===== src/rtl/pipe_sequencer.sv =====
// Pipeline sequencer: memory-wait freeze, redirect flush and load-use stall control,
// plus registered data-memory request, sticky timeout flag and saturating event counters.
module pipe_sequencer #(
  parameter int unsigned TIMEOUT = 255
) (
  input  logic        clk,
  input  logic        rst,
  input  logic [4:0]  id_rs1,
  input  logic [4:0]  id_rs2,
  input  logic [4:0]  ex_rd,
  input  logic        ex_memread,
  input  logic        ex_redirect,
  input  logic        mem_access,
  input  logic        dmem_ready,
  output logic        pc_write,
  output logic        ifid_write,
  output logic        ifid_flush,
  output logic        idex_flush,
  output logic        pipe_freeze,
  output logic        dmem_req,
  output logic        mem_err,
  output logic [15:0] stall_cycles,
  output logic [7:0]  flush_count
);

  localparam logic ST_RUN     = 1'b0;
  localparam logic ST_MEMWAIT = 1'b1;

  localparam logic [7:0] TIMEOUT_C = 8'(TIMEOUT);

  logic        state_q, state_d;
  logic [7:0]  wait_q, wait_d;
  logic        dmem_req_q, dmem_req_d;
  logic        err_q, err_d;
  logic [15:0] stall_q, stall_d;
  logic [7:0]  flush_q, flush_d;

  logic freeze;
  logic load_use;
  logic redirect_taken;

  assign load_use = ex_memread && (ex_rd != 5'd0) &&
                    ((ex_rd == id_rs1) || (ex_rd == id_rs2));

  // Next state: the release cycle (ready or timeout) leaves the pipe unfrozen.
  always_comb begin
    state_d = state_q;
    wait_d  = wait_q;
    err_d   = err_q;
    freeze  = 1'b0;
    case (state_q)
      ST_RUN: begin
        if (mem_access) begin
          freeze  = 1'b1;
          state_d = ST_MEMWAIT;
          wait_d  = '0;
        end
      end
      ST_MEMWAIT: begin
        if (dmem_ready) begin
          state_d = ST_RUN;
          wait_d  = '0;
        end else if (wait_q == TIMEOUT_C) begin
          err_d   = 1'b1;
          state_d = ST_RUN;
          wait_d  = '0;
        end else begin
          freeze  = 1'b1;
          wait_d  = wait_q + 8'd1;
        end
      end
      default: state_d = ST_RUN;
    endcase
    dmem_req_d = (state_d == ST_MEMWAIT);
  end

  always_comb begin
    pc_write       = 1'b0;
    ifid_write     = 1'b0;
    ifid_flush     = 1'b0;
    idex_flush     = 1'b0;
    pipe_freeze    = 1'b0;
    redirect_taken = 1'b0;
    if (rst) begin
      pc_write = 1'b0;
    end else if (freeze) begin
      pipe_freeze = 1'b1;
    end else if (ex_redirect) begin
      redirect_taken = 1'b1;
      pc_write       = 1'b1;
      ifid_write     = 1'b1;
      ifid_flush     = 1'b1;
      idex_flush     = 1'b1;
    end else if (load_use) begin
      idex_flush = 1'b1;
    end else begin
      pc_write   = 1'b1;
      ifid_write = 1'b1;
    end
  end

  always_comb begin
    stall_d = stall_q;
    flush_d = flush_q;
    if (!pc_write && (stall_q != 16'hFFFF)) stall_d = stall_q + 16'd1;
    if (redirect_taken && (flush_q != 8'hFF)) flush_d = flush_q + 8'd1;
  end

  always_ff @(posedge clk or posedge rst) begin
    if (rst) begin
      state_q    <= ST_RUN;
      wait_q     <= '0;
      dmem_req_q <= 1'b0;
      err_q      <= 1'b0;
      stall_q    <= '0;
      flush_q    <= '0;
    end else begin
      state_q    <= state_d;
      wait_q     <= wait_d;
      dmem_req_q <= dmem_req_d;
      err_q      <= err_d;
      stall_q    <= stall_d;
      flush_q    <= flush_d;
    end
  end

  assign dmem_req     = dmem_req_q;
  assign mem_err      = err_q;
  assign stall_cycles = stall_q;
  assign flush_count  = flush_q;

endmodule


===== config.mk =====
export PLATFORM = sky130hd
export DESIGN_NAME = pipe_sequencer
export DESIGN_NICKNAME = d
export VERILOG_FILES = /design/src/rtl/pipe_sequencer.sv
export SDC_FILE = /design/constraint.sdc
export NUM_CORES = 1
export LEC_CHECK = 0
export ABC_AREA = 1
export CORE_AREA = 5 5 71 73
export CTS_BUF_LIST = sky130_fd_sc_hd__clkbuf_2 sky130_fd_sc_hd__clkbuf_4 sky130_fd_sc_hd__clkbuf_8
export DETAILED_ROUTE_END_ITERATION = 12
export DIE_AREA = 0 0 76 78
export PLACE_DENSITY = 0.79
export SETUP_SLACK_MARGIN = 0.4
export SYNTH_ARGS = -nofsm -noshare
export SYNTH_HDL_FRONTEND = slang
export SYNTH_SLANG_ARGS = --single-unit

===== constraint.sdc =====
create_clock -name clk -period 2.37 [get_ports clk]
set_clock_uncertainty 0.2 [all_clocks]
set_input_delay 0.3555 -clock clk [delete_from_list [all_inputs] [get_ports clk]]
set_output_delay 0.3555 -clock clk [all_outputs]
set_load 0.01 [all_outputs]

==> impl_results.md, run 1 <==
- Post-route ant nets: 0
- Inst Count DP: 397
- Via count: 2,068
- Min Tclk post-route: 2.15 ns
- Fmax achieved: 0.464 GHz
- Cell area power density: 657 mW/mm^2
- Synthesized instance count: 286
- Placed cell area: 0.00280 sq mm
- Leak pwr: 1.46 nW
- Final Hold Vio Count: 0
- Least-Margin Pin Slew: 0.417 ns
- Worst rel slew slack: 0.720
- RSZ-0062 raised after global routing: yes
- Initial drt markers: 168
- HPWL Detailed: 3670 um
- Final Power: 1.98 mW
- Post-synth EDFFs: 0
- Asr flop ratio synth: 1.00
- IO Port Bufs: 51
- Slew Limit Fails: 0
- Bufs on Longest Clock Path: 2
- Num Clock Sinks: 34
- Clock root cell: clkbuf_8
- Antenna violations before repair: 0
- Filler cells: 358
- Hold WC Path Type: reg -> reg
- Wire per inst: 11.9 um
- Final net count: 386
- GPL Wtd Cong: 0.812
- Vias in the first global route: 1,951
- Fin Hold WS: 0.267 ns
- Max-Cap Viols: 0
- Worst vdd ir: 0.339 mV
- Distinct cells, synth: 29
- Total Wirelength: 4940 um
- Top Ports: 52
- Clk pin slew, worst setup/hold paths: 0.07 ns
- H-tree levels: 2
- Vias per std cell: 4.98
- Initial core utilization: 0.499
- CP Max Fanout: 5
- DR pass1 iterations: 5
- Status: finished clean
- Final period utilization: 0.908
- First-pass GRT wire length: 8350 um
- Congestion Overflow GR: 0
- Residual DRC count: 0
- Startpoint types: flip-flop
- Largest net degree at the start of global routing: 35
- Post-synthesis sequential area ratio: 0.397
- Area Overhead vs Synth: 40.9%
- Die width: 76 um
- Die Height: 78 um
- Worst setup path class: reg -> out
- Design area: 0.00302 sq mm
- Row cnt: 24
- Core Box Area: 0.00429 sq mm
- Yosys warning count: 0
- N_diodes: 0
- Total Routing Usage GR: 0.166
- Most frequent cells in the layout: nand2_1 (82), nand3_1 (35), dfrtp_1 (34)
- CTS tree: yes
- CP endpoint kind: primary output
- Worst EP arrival: 1.60 ns
- Commonest non-fill, non-tap cell in the layout: nand2_1
- Synth Cell Area: 0.00214 sq mm
- Clock latency on the worst-skew pair: 0.29 ns
- Die Footprint: 0.00593 sq mm
- Non-filler cells, final: 415
- Setup total negative slack: 0 ns
- # hold bufs at CTS: 0
- Share of cells above drive strength 1: 0.174
- Seq cells post-synth: 34
- Crit path required time: 1.81 ns
- Net Count, Synth: 310
- Avg Cell Area, Syn: 7.49 sq um
- Main synth FF type: dfrtp_1
- Num CTS Buffers: 5
- Final setup fails: 0
-- critical path, cell delays in order, from the launching register on --
cell	delay [ns]
dfrtp_1	0.37
ha_2	0.20
nand2_2	0.07
nor2_4	0.10
nand2_2	0.07
nand2_4	0.08
nand2_8	0.07
nor2_4	0.11
nand2_4	0.06
inv_4	0.07
buf_6	0.10
-- final timing paths --
path / cells past startpoint / to / startpoint / slack, ns
worst max-delay path: 10 / ifid_write / wait_q[0] / 0.22
worst min-delay path: 1 / mem_err / mem_err / 0.27
worst max register to register: 12 / stall_cycles[15] / wait_q[0] / 0.49
worst min register to register: 1 / mem_err / mem_err / 0.27
max in group asynchronous: 4 / stall_cycles[8] / rst / 1.11
min in group asynchronous: 4 / flush_count[2] / rst / 0.55
-- layer usage --
layer  track usage  part of all wire  wire (um)
met5             0                 0          0
met4        0.0463             0.011         54
met3        0.0370             0.063        313
met2         0.296              0.50       2460
met1         0.200              0.43       2110
-- per-stage QoR --
step | util | worst slack (ns)
floorplan | - | 0.317
global placement | 0.652 | -0.249
detailed placement | 0.652 | -0.283
CTS | 0.686 | 0.232
global route | 0.703 | 0.119
finish | 0.703 | 0.217
-- cell families after synthesis --
group,synth area share
AO/OA/AOI/OAI,0.0409
XOR/XNOR,0.110
adder cells (fa/ha/maj),0.0175
buffers and inverters,0.0788
flip-flops,0.397
AND/OR/NAND/NOR,0.356
-- Yosys cell counts, types with 2 or more instances --
cell type   n  area, sq um
a21oi_1     4         20.0
dfrtp_1    34          851
nor3_1      3         15.0
xnor2_1    10         87.6
o22ai_1     2         12.5
nor2_2      2         12.5
buf_2       3         15.0
nand2_4     4         45.0
nand4_1     4         25.0
nor4_1      2         12.5
nand3_1    38          190
inv_2       6         22.5
nor2_1     24         90.1
xor2_1     17          149
inv_1      30          113
ha_1        3         37.5
nand2_1    84          315
o21ai_0     3         15.0
o21ai_1     3         15.0
-- state kept, by name, summed over array words and instances (netlist names) --
register	count
stall_cycles	16
dmem_req	1
mem_err	1
wait_q	8
flush_count	8
-- power breakdown --
group          total, mW  switching, mW  leakage [nW]  internal, mW
Sequential         0.804          0.132         0.458         0.672
Clock              0.506          0.213        0.0575         0.293
Combinational      0.672          0.315         0.945         0.357
Total               1.98          0.660          1.46          1.32
-- layout make-up --
| type | instances | area, sq um | area share |
|---|---|---|---|
| timing repair buffer | 74 | 654 | 0.217 |
| clock buffer | 8 | 110 | 0.0365 |
| multi-input combinational | 211 | 1200 | 0.397 |
| sequential | 34 | 851 | 0.282 |
| inverter | 36 | 141 | 0.0468 |
| tap | 52 | 65.1 | 0.0215 |
-- repair_timing --
action	4_1_cts	5_1_grt
setup endpoints to repair	28	25
gates resized for setup	41	6
buffers inserted	5	5
pin swaps	13	0
Note: power is estimated with default switching activity, not from simulation.
==> run 2: changes to the inputs <==
Settings changed: CTS_CLUSTER_SIZE from default to 8.
==> results of run 2 <==
Same layout as run 1: the final DEF is identical, and so are final timing and power.
